### src/rtl/coproc_pkg.sv
// coproc_pkg
//   Shared definitions for the coprocessor fetch sequencer:
//   - state_t        : sequencer FSM state encoding
//   - header_t       : decoded job header word
//   - decode_header  : extracts op / size / count from a 16-bit header word
//   - DEFAULT_TIMEOUT: default coprocessor wait budget in cycles
package coproc_pkg;

   localparam int DEFAULT_TIMEOUT = 255;

   // Header word layout: op in [2:0], size in [4:3], bits [7:5] unused,
   // operation count in [15:8].
   localparam int HDR_OP_LSB    = 0;
   localparam int HDR_OP_W      = 3;
   localparam int HDR_SIZE_LSB  = 3;
   localparam int HDR_SIZE_W    = 2;
   localparam int HDR_COUNT_LSB = 8;
   localparam int HDR_COUNT_W   = 8;

   typedef enum logic [3:0] {
      IDLE,
      HDR_RD,
      HDR_WAIT,
      OP_RD,
      OP_WAIT,
      CP_GO,
      CP_WAIT,
      WR,
      FIN
   } state_t;

   typedef struct packed {
      logic [HDR_COUNT_W-1:0] count;
      logic [HDR_SIZE_W-1:0]  size;
      logic [HDR_OP_W-1:0]    op;
   } header_t;

   function automatic header_t decode_header(input logic [15:0] word);
      header_t h;
      h.op    = word[HDR_OP_LSB    +: HDR_OP_W];
      h.size  = word[HDR_SIZE_LSB  +: HDR_SIZE_W];
      h.count = word[HDR_COUNT_LSB +: HDR_COUNT_W];
      return h;
   endfunction

endpackage

### src/rtl/timeout_counter.sv
// timeout_counter
//   Down-counter that bounds how long the sequencer waits for the coprocessor.
//   Ports:
//     clk     - clock
//     rst     - synchronous active-high reset
//     load    - preload the counter for a fresh wait window
//     enable  - high during every cycle of the wait window
//     expired - high in the last cycle of a TIMEOUT-cycle window (while enabled)
//   TIMEOUT must be at least 1.
module timeout_counter
   import coproc_pkg::*;
#(
   parameter int TIMEOUT = DEFAULT_TIMEOUT
) (
   input  logic clk,
   input  logic rst,
   input  logic load,
   input  logic enable,
   output logic expired
);

   localparam int CW = (TIMEOUT < 2) ? 1 : $clog2(TIMEOUT);
   localparam logic [CW-1:0] LOAD_VAL = CW'(TIMEOUT - 1);

   logic [CW-1:0] cnt;

   // The first enabled cycle sees TIMEOUT-1, so zero is reached exactly in
   // the TIMEOUT-th enabled cycle; the counter saturates at zero.
   always_ff @(posedge clk) begin
      if (rst) begin
         cnt <= '0;
      end else if (load) begin
         cnt <= LOAD_VAL;
      end else if (enable && (cnt != '0)) begin
         cnt <= cnt - CW'(1);
      end
   end

   assign expired = enable && (cnt == '0);

endmodule

### src/rtl/fetch_sequencer.sv
// fetch_sequencer
//   Reads a job header and a list of operand words from memory, runs each
//   operand pair through the coprocessor and writes every result back.
//   Memory layout for a job at base:
//     base            header  (op [2:0], size [4:3], count [15:8])
//     base+1+i        operand i (operand1 [7:0], operand2 [15:8])
//     base+1+count+i  result i
//   All addresses wrap modulo 2^ADDR_W.
//   Ports:
//     clk, rst                  - clock, synchronous active-high reset
//     start, base_addr          - job launch pulse and header address
//     busy, done, err           - job status (err = coprocessor timeout)
//     mem_addr, mem_wren,
//     mem_data, mem_q           - synchronous memory (read data one cycle later)
//     cp_start, cp_op, cp_size,
//     cp_operand1, cp_operand2  - coprocessor request
//     cp_result, cp_ready       - coprocessor response
module fetch_sequencer
   import coproc_pkg::*;
#(
   parameter int TIMEOUT = DEFAULT_TIMEOUT,
   parameter int ADDR_W  = 8
) (
   input  logic              clk,
   input  logic              rst,
   input  logic              start,
   input  logic [ADDR_W-1:0] base_addr,
   output logic              busy,
   output logic              done,
   output logic              err,
   output logic [ADDR_W-1:0] mem_addr,
   output logic              mem_wren,
   output logic [15:0]       mem_data,
   input  logic [15:0]       mem_q,
   output logic              cp_start,
   output logic [2:0]        cp_op,
   output logic [1:0]        cp_size,
   output logic [7:0]        cp_operand1,
   output logic [7:0]        cp_operand2,
   input  logic [15:0]       cp_result,
   input  logic              cp_ready
);

   state_t            state;
   logic [ADDR_W-1:0] base;
   logic [7:0]        count;
   logic [7:0]        idx;
   header_t           hdr;
   logic [ADDR_W-1:0] next_rd_addr;
   logic [ADDR_W-1:0] wr_addr;
   logic              tmo_load;
   logic              tmo_enable;
   logic              tmo_expired;

   assign hdr = decode_header(mem_q);

   // Operand idx+1 lives at base+2+idx; result idx at base+1+count+idx.
   assign next_rd_addr = base + ADDR_W'(idx) + ADDR_W'(2);
   assign wr_addr      = base + ADDR_W'(count) + ADDR_W'(idx) + ADDR_W'(1);

   // The wait window is armed during CP_GO so that CP_WAIT can last at most
   // TIMEOUT cycles.
   assign tmo_load   = (state == CP_GO);
   assign tmo_enable = (state == CP_WAIT);

   timeout_counter #(
      .TIMEOUT(TIMEOUT)
   ) u_timeout (
      .clk    (clk),
      .rst    (rst),
      .load   (tmo_load),
      .enable (tmo_enable),
      .expired(tmo_expired)
   );

   // Sequencer FSM. All outputs are registered and are set on the edge that
   // enters the state they belong to, so e.g. mem_wren is high exactly in WR
   // and cp_start exactly in CP_GO. cp_ready wins over an expiring timeout.
   always_ff @(posedge clk) begin
      if (rst) begin
         state       <= IDLE;
         busy        <= 1'b0;
         done        <= 1'b0;
         err         <= 1'b0;
         mem_addr    <= '0;
         mem_wren    <= 1'b0;
         mem_data    <= '0;
         cp_start    <= 1'b0;
         cp_op       <= '0;
         cp_size     <= '0;
         cp_operand1 <= '0;
         cp_operand2 <= '0;
         base        <= '0;
         count       <= '0;
         idx         <= '0;
      end else begin
         done     <= 1'b0;
         mem_wren <= 1'b0;
         cp_start <= 1'b0;
         case (state)
            IDLE: begin
               if (start) begin
                  state    <= HDR_RD;
                  busy     <= 1'b1;
                  err      <= 1'b0;
                  base     <= base_addr;
                  mem_addr <= base_addr;
               end
            end
            HDR_RD: begin
               state <= HDR_WAIT;
            end
            HDR_WAIT: begin
               cp_op   <= hdr.op;
               cp_size <= hdr.size;
               count   <= hdr.count;
               idx     <= '0;
               if (hdr.count == 8'd0) begin
                  state <= FIN;
                  done  <= 1'b1;
               end else begin
                  state    <= OP_RD;
                  mem_addr <= base + ADDR_W'(1);
               end
            end
            OP_RD: begin
               state <= OP_WAIT;
            end
            OP_WAIT: begin
               cp_operand1 <= mem_q[7:0];
               cp_operand2 <= mem_q[15:8];
               cp_start    <= 1'b1;
               state       <= CP_GO;
            end
            CP_GO: begin
               state <= CP_WAIT;
            end
            CP_WAIT: begin
               if (cp_ready) begin
                  mem_data <= cp_result;
                  mem_addr <= wr_addr;
                  mem_wren <= 1'b1;
                  state    <= WR;
               end else if (tmo_expired) begin
                  err   <= 1'b1;
                  done  <= 1'b1;
                  state <= FIN;
               end
            end
            WR: begin
               if (idx == count - 8'd1) begin
                  done  <= 1'b1;
                  state <= FIN;
               end else begin
                  idx      <= idx + 8'd1;
                  mem_addr <= next_rd_addr;
                  state    <= OP_RD;
               end
            end
            FIN: begin
               busy  <= 1'b0;
               state <= IDLE;
            end
            default: begin
               state <= IDLE;
            end
         endcase
      end
   end

endmodule

### config.mk
export PLATFORM = sky130hd
export DESIGN_NAME = fetch_sequencer
export DESIGN_NICKNAME = d
export VERILOG_FILES = /design/src/rtl/coproc_pkg.sv /design/src/rtl/timeout_counter.sv /design/src/rtl/fetch_sequencer.sv
export SDC_FILE = /design/constraint.sdc
export NUM_CORES = 1
export LEC_CHECK = 0
export CORE_UTILIZATION = 58
export CTS_BUF_LIST = sky130_fd_sc_hd__clkbuf_4
export CTS_CLUSTER_SIZE = 12
export DETAILED_ROUTE_END_ITERATION = 6
export HOLD_SLACK_MARGIN = 0.05
export PLACE_DENSITY = 0.88
export SLEW_MARGIN = 5
export SYNTH_ARGS = -nofsm -noshare
export SYNTH_HDL_FRONTEND = slang
export SYNTH_SLANG_ARGS = --single-unit
### constraint.sdc
create_clock -name clk -period 4 [get_ports clk]
set_input_delay 0.8 -clock clk [delete_from_list [all_inputs] [get_ports clk]]
set_output_delay 0.8 -clock clk [all_outputs]
set_load 0.05 [all_outputs]
# [After elaboration in Yosys (flattened, before gate mapping)]
# Cells that the tools add are included.
[classes] addsub=9 n_eq_ne=16 mux=28 n_bitwise=1 reduce_logical=20
[ops] cell="two-way mux 8 bit" count=7
[ops] cell="case mux 4 bit (8 select lines)" count=1
[ops] cell="case mux 8 bit (4 select lines)" count=1
[ops] cell="adder 8 x 1 -> 8 bit, second input constant" count=3
[ops] cell="adder 8 bit" count=3
[ops] cell="two-way mux 4 bit" count=5
[ops] cell="equality test 4 x 3 -> 1 bit, second input constant" count=4
[ops] cell="zero test 8 bit" count=2
[ops] cell="case mux 8 bit (2 select lines)" count=1
[ops] cell="subtractor 8 x 1 -> 8 bit, second input constant" count=2
[ops] cell="!= test 2 bit, second input constant" count=6
[ops] cell="two-way mux 1 bit" count=10
[ops] cell="AND reduction 2 bit" count=5
[ops] cell="adder 8 x 2 -> 8 bit, second input constant" count=1
[ops] cell="equality test 4 x 2 -> 1 bit, second input constant" count=2
[ops] cell="equality test 8 bit" count=1
[ops] cell="nonzero test 2 bit" count=4
[ops] cell="nonzero test 8 bit" count=1
[ops] cell="AND reduction 5 bit" count=1
[ops] cell="equality test 4 x 1 -> 1 bit, second input constant" count=1
[ops] cell="equality test 4 bit, second input constant" count=1
[ops] cell="zero test 4 bit" count=1
[ops] cell="case mux 1 bit (2 select lines)" count=2
[ops] cell="AND reduction 4 bit" count=1
[ops] cell="6 further kinds" count=8
[totals] reg_bits=86 out_inout_bits=50 elab_cells=91

# [Longest topological paths before layout]
[depth] depth_word=5 ltp_mapped=13 ltp_nobuf=13

# [Cells and area by module]
# A second synthesis with hierarchy kept.
[hier_totals] cells_unflattened=583 hier_area_um2=4818.4
[modules_own_cells] mod="fetch_sequencer" instances=1 cells_each=523 area_per_inst_um2=4315.4
[modules_own_cells] mod="timeout_counter" instances=1 cells_each=60 area_per_inst_um2=503.0

# [Least setup slack after synthesis]
# OpenSTA, ideal clock, no wires.
[synth_path] path_type="flip-flop to flip-flop" startpoint="register count[2]" endpoint="register mem_addr[0]" arrival_ns=2.593 path_slack_ns=1.282 path_stages_with_launch=10 synth_period_minus_slack_ns=2.718 path_cell_list="dfxtp_1 > buf_6 > or4_4 > or4b_4 > a2111oi_4 > o311ai_4 > o21ai_4 > buf_6 > mux2i_1 > nor2_1"
[synth_via] elab_chain_len=4
[synth_rtl] element="from (decl)" line="fetch_sequencer.sv:46" rtl="logic [7:0] count;"
[synth_rtl] element="from (signal assigned)" line="fetch_sequencer.sv:116" rtl="count <= hdr.count;"
[synth_rtl] element="subtractor 8 x 1 -> 8 bit" line="fetch_sequencer.sv:151" rtl="if (idx == count - 8'd1) begin"
[synth_rtl] element="equality test 8 bit" line="fetch_sequencer.sv:151"
[synth_rtl] element="!= test 2 bit (no line)"
[synth_rtl] element="AND reduction 5 bit (no line)"
[synth_rtl] element="to (signal assigned)" line="fetch_sequencer.sv:123" rtl="mem_addr <= base + ADDR_W'(1);"
[synth_rtl] element="to (signal assigned)" line="fetch_sequencer.sv:141" rtl="mem_addr <= wr_addr;"
[synth_rtl] element="to (signal assigned)" line="fetch_sequencer.sv:156" rtl="mem_addr <= next_rd_addr;"
[synth_rtl] element="to (decl)" line="fetch_sequencer.sv:31" rtl="output logic [ADDR_W-1:0] mem_addr,"
# No other way between the ends.
# A chain may end at the register's enable or synchronous reset.

# [Final worst setup path]
[layout_path] startpoint="register count[0]" endpoint="register mem_addr[4]"
[layout_via] elab_chain_len=5 word_cells_on_any_way=9 classes_between="4 x add/sub; 2 x eq/ne; 2 x mux; 1 x reduce/logical"
[layout_rtl] element="adder 8 bit (2 in series)" line="fetch_sequencer.sv:59" rtl="assign wr_addr = base + ADDR_W'(count) + ADDR_W'(idx) + ADDR_W'(1);"
[layout_rtl] element="adder 8 x 1 -> 8 bit" line="fetch_sequencer.sv:59"
[layout_rtl] element="two-way mux 8 bit" line="fetch_sequencer.sv:139" rtl="if (cp_ready) begin"
[layout_rtl] element="case mux 8 bit (4 select lines)" line="fetch_sequencer.sv:100" rtl="case (state)"
[layout_rtl] element="to (signal assigned)" line="fetch_sequencer.sv:107" rtl="mem_addr <= base_addr;"
[layout_rtl] element="to (signal assigned)" line="fetch_sequencer.sv:141"
[layout_rtl] element="to (signal assigned)" line="fetch_sequencer.sv:156"
# Several ways; a longest one is shown, not always the timed one. The select of a mux whose other input is x is not followed.

==> metrics.cfg <==
[synthesis]
syn_nets = 661
synth_seq_cells = 86
yosysMostFrequentCell = nand2_1
synthCells = 583
synth-edff-count = 0
syn_avg_cell_area_sq_um = 8.14
ys.flop_type = dfxtp_1
synthArstFlopShare = 0
synth-warning-count = 0
synth_area_sq_um = 4740
yosys.area.top_type_share = 0.363
yosysTopAreaCell = dfxtp_1
synthTopCellsByCount = 124 x nand2_1, 86 x dfxtp_1, 82 x a21oi_1
synth_cell_type_count = 59
ys_seq_area_frac = 0.363
ys_top_cells_by_area = dfxtp_1 36%, nand2_1 9.8%, a21oi_1 8.7%, ha_1 6.9%, xnor2_1 3.7%

[timing]
relSlewSlack = 0.305
finalCritPeriodShare = 0.741
fin_setup_tns_ns = 0
setup_viol = 0
hold_viol_final = 0
fin_crit_ns = 2.96
worstMarginPinSlew_ns = 1.04
slew_violations = 0
fin_skew_ns = 0.0245
max_freq_mhz = 338
setup_slack_ns = 1.04
hold_slack_ns = 0.463
rsz0062_at_grt = no

[clock_tree]
cts_root_buf = clkbuf_4
cts_sinks = 86
cts_tree = built
cts_resized = 0
insertion_delay_ns = 0.44
holdBufCountCts = 0
cts_max_level = 3
path_clk_slew_ns = 0.16
cts_setup_buffers = 0
cts_buffer_depth = 2
cts-buffers-inserted = 9

[layout]
stdcell_area_sq_um = 5800
fillers = 610
final_nets = 740
diodes = 0
area_growth_pct = 22.4
drive_above_1_share = 0.0495

[detailed_routing]
first_pass_iters = 5
drt_iter0_drc = 267
drc_errors = 0
wl_microns = 12300
via_count = 4474
vias_per_cell = 5.82
wl_per_cell_microns = 16.0
detail-route-antenna-nets = 0

[placement]
place_hpwl_microns = 8920
dp_slack_ns = 1.05
portBuffers = 93
place_congestion = 0.907
dpl-instance-area_sq_um = 5660

[grt]
grt_pass1_wl_microns = 20200
grt_pass1_vias = 4227
overflow = 0
antenna_found_initial = 0
grt_max_degree = 56
grt.total_usage = 0.299

[setup_path]
r2r_end = mem_addr[4]
arrival_ns = 3.27
crit_end = mem_addr[4]
worstSetupStartpointType = flip-flop
worst-r2r-cell-count = 7
r2r_slack_ns = 1.04
startpoint = count[0]
critPathMaxFanout = 12
crit_required_ns = 4.31
r2r_start = count[0]
worstSetupPathType = reg2reg
endpoint_kind = flip-flop

[hold_path]
hold_path.class = reg2reg

[floorplanning]
core_sq_um = 7810
die_w_microns = 92.4
start_util = 0.608
die_area_sq_um = 8540
std_cell_rows = 32
die_h_microns = 92.4
io_pins = 94

[outcome]
status = finished clean

[power_and_ir_drop]
p_per_area_nw_per_um2 = 324
power_leakage_uw = 0.00214
total_power_uw = 1880
irDropWorstVdd_uv = 272

[job]
max_cap_viol_count = 0

[cell families after synthesis]
kind of cell | Yosys count | synth area share
buffers and inverters | 48 | 0.0493
adders and majority gates | 34 | 0.102
muxes | 5 | 0.0106
DFF | 86 | 0.363
xor gates and xnor gates | 32 | 0.0591
AOI/OAI and AO/OA | 146 | 0.192
and+or+nand+nor | 232 | 0.223
[cell type report]
| type | count | area (sq um) | share of cell area |
|---|---|---|---|
| multi-input combinational | 449 | 2790 | 0.480 |
| sequential | 86 | 1720 | 0.297 |
| timing repair buffer | 97 | 956 | 0.165 |
| tap | 102 | 128 | 0.0220 |
| clock inverter | 7 | 72.6 | 0.0125 |
| inverter | 19 | 71.3 | 0.0123 |
| clock buffer | 9 | 67.6 | 0.0116 |
[critical path, cell delays in order (launching register included)]
cell	delay, ns
dfxtp_1	0.41
or4_4	0.59
or4b_4	0.55
a2111oi_4	0.40
o311ai_4	0.23
o21ai_4	0.38
mux2i_1	0.23
nor2_1	0.06
[power by group]
| part | internal (uW) | switching [uW] |
|---|---|---|
| clock network | 193 | 317 |
| logic | 178 | 252 |
| registers | 892 | 48.2 |
[per-stage QoR]
step           cells   util
2_1_floorplan    583      -
3_3_place_gp     753  0.725
3_5_place_dp     753  0.725
4_1_cts          769  0.743
5_1_grt          769  0.743
6_report         769  0.743
[per-layer routing]
layer | GRT usage | vias up | share of wire | wire length, microns
met4 | 0.112 | 0 | 0.028 | 339
met2 | 0.498 | 172 | 0.48 | 5920
met3 | 0.0608 | 32 | 0.065 | 805
met5 | 0 | - | 0 | 0
met1 | 0.381 | 2096 | 0.43 | 5250
li1 | - | 2174 | - | -
[state kept, by name, indices dropped and copies added, names as in the netlist]
register,cells
base,8
busy,1
count,8
cp_op,3
cp_operand1,8
cp_operand2,8
cp_size,2
cp_start,1
done,1
err,1
idx,8
mem_addr,8
mem_data,16
mem_wren,1
state,4
u_timeout.cnt,8
[worst min path at each step]
stage / from / endpoint / slack, ns / cells after the start
final: cp_size[1] / cp_size[1] / 0.46 / 2
after detailed placement: cp_size[1] / cp_size[1] / 0.45 / 2
after global routing: cp_operand2[6] / cp_operand2[6] / 0.48 / 2
after floorplan: base[7] / base[7] / 0.47 / 2
after global placement: cp_operand2[2] / cp_operand2[2] / 0.44 / 2
after CTS: cp_size[1] / cp_size[1] / 0.46 / 2
[cell usage in the layout, fill, tap and decap left out, types with 8 or more instances in the layout]
master / synthesis / layout
nand2_1: 124 / 124
clkdlybuf4s50_1: 0 / 92
dfxtp_1: 86 / 86
a21oi_1: 82 / 82
nor2_1: 38 / 38
ha_1: 26 / 26
xnor2_1: 20 / 20
inv_1: 18 / 18
o21ai_0: 16 / 16
nand3_1: 12 / 12
xor2_1: 12 / 12
clkbuf_4: 0 / 9
fa_1: 8 / 8
No activity file was read; power rests on OpenSTA's default activity.
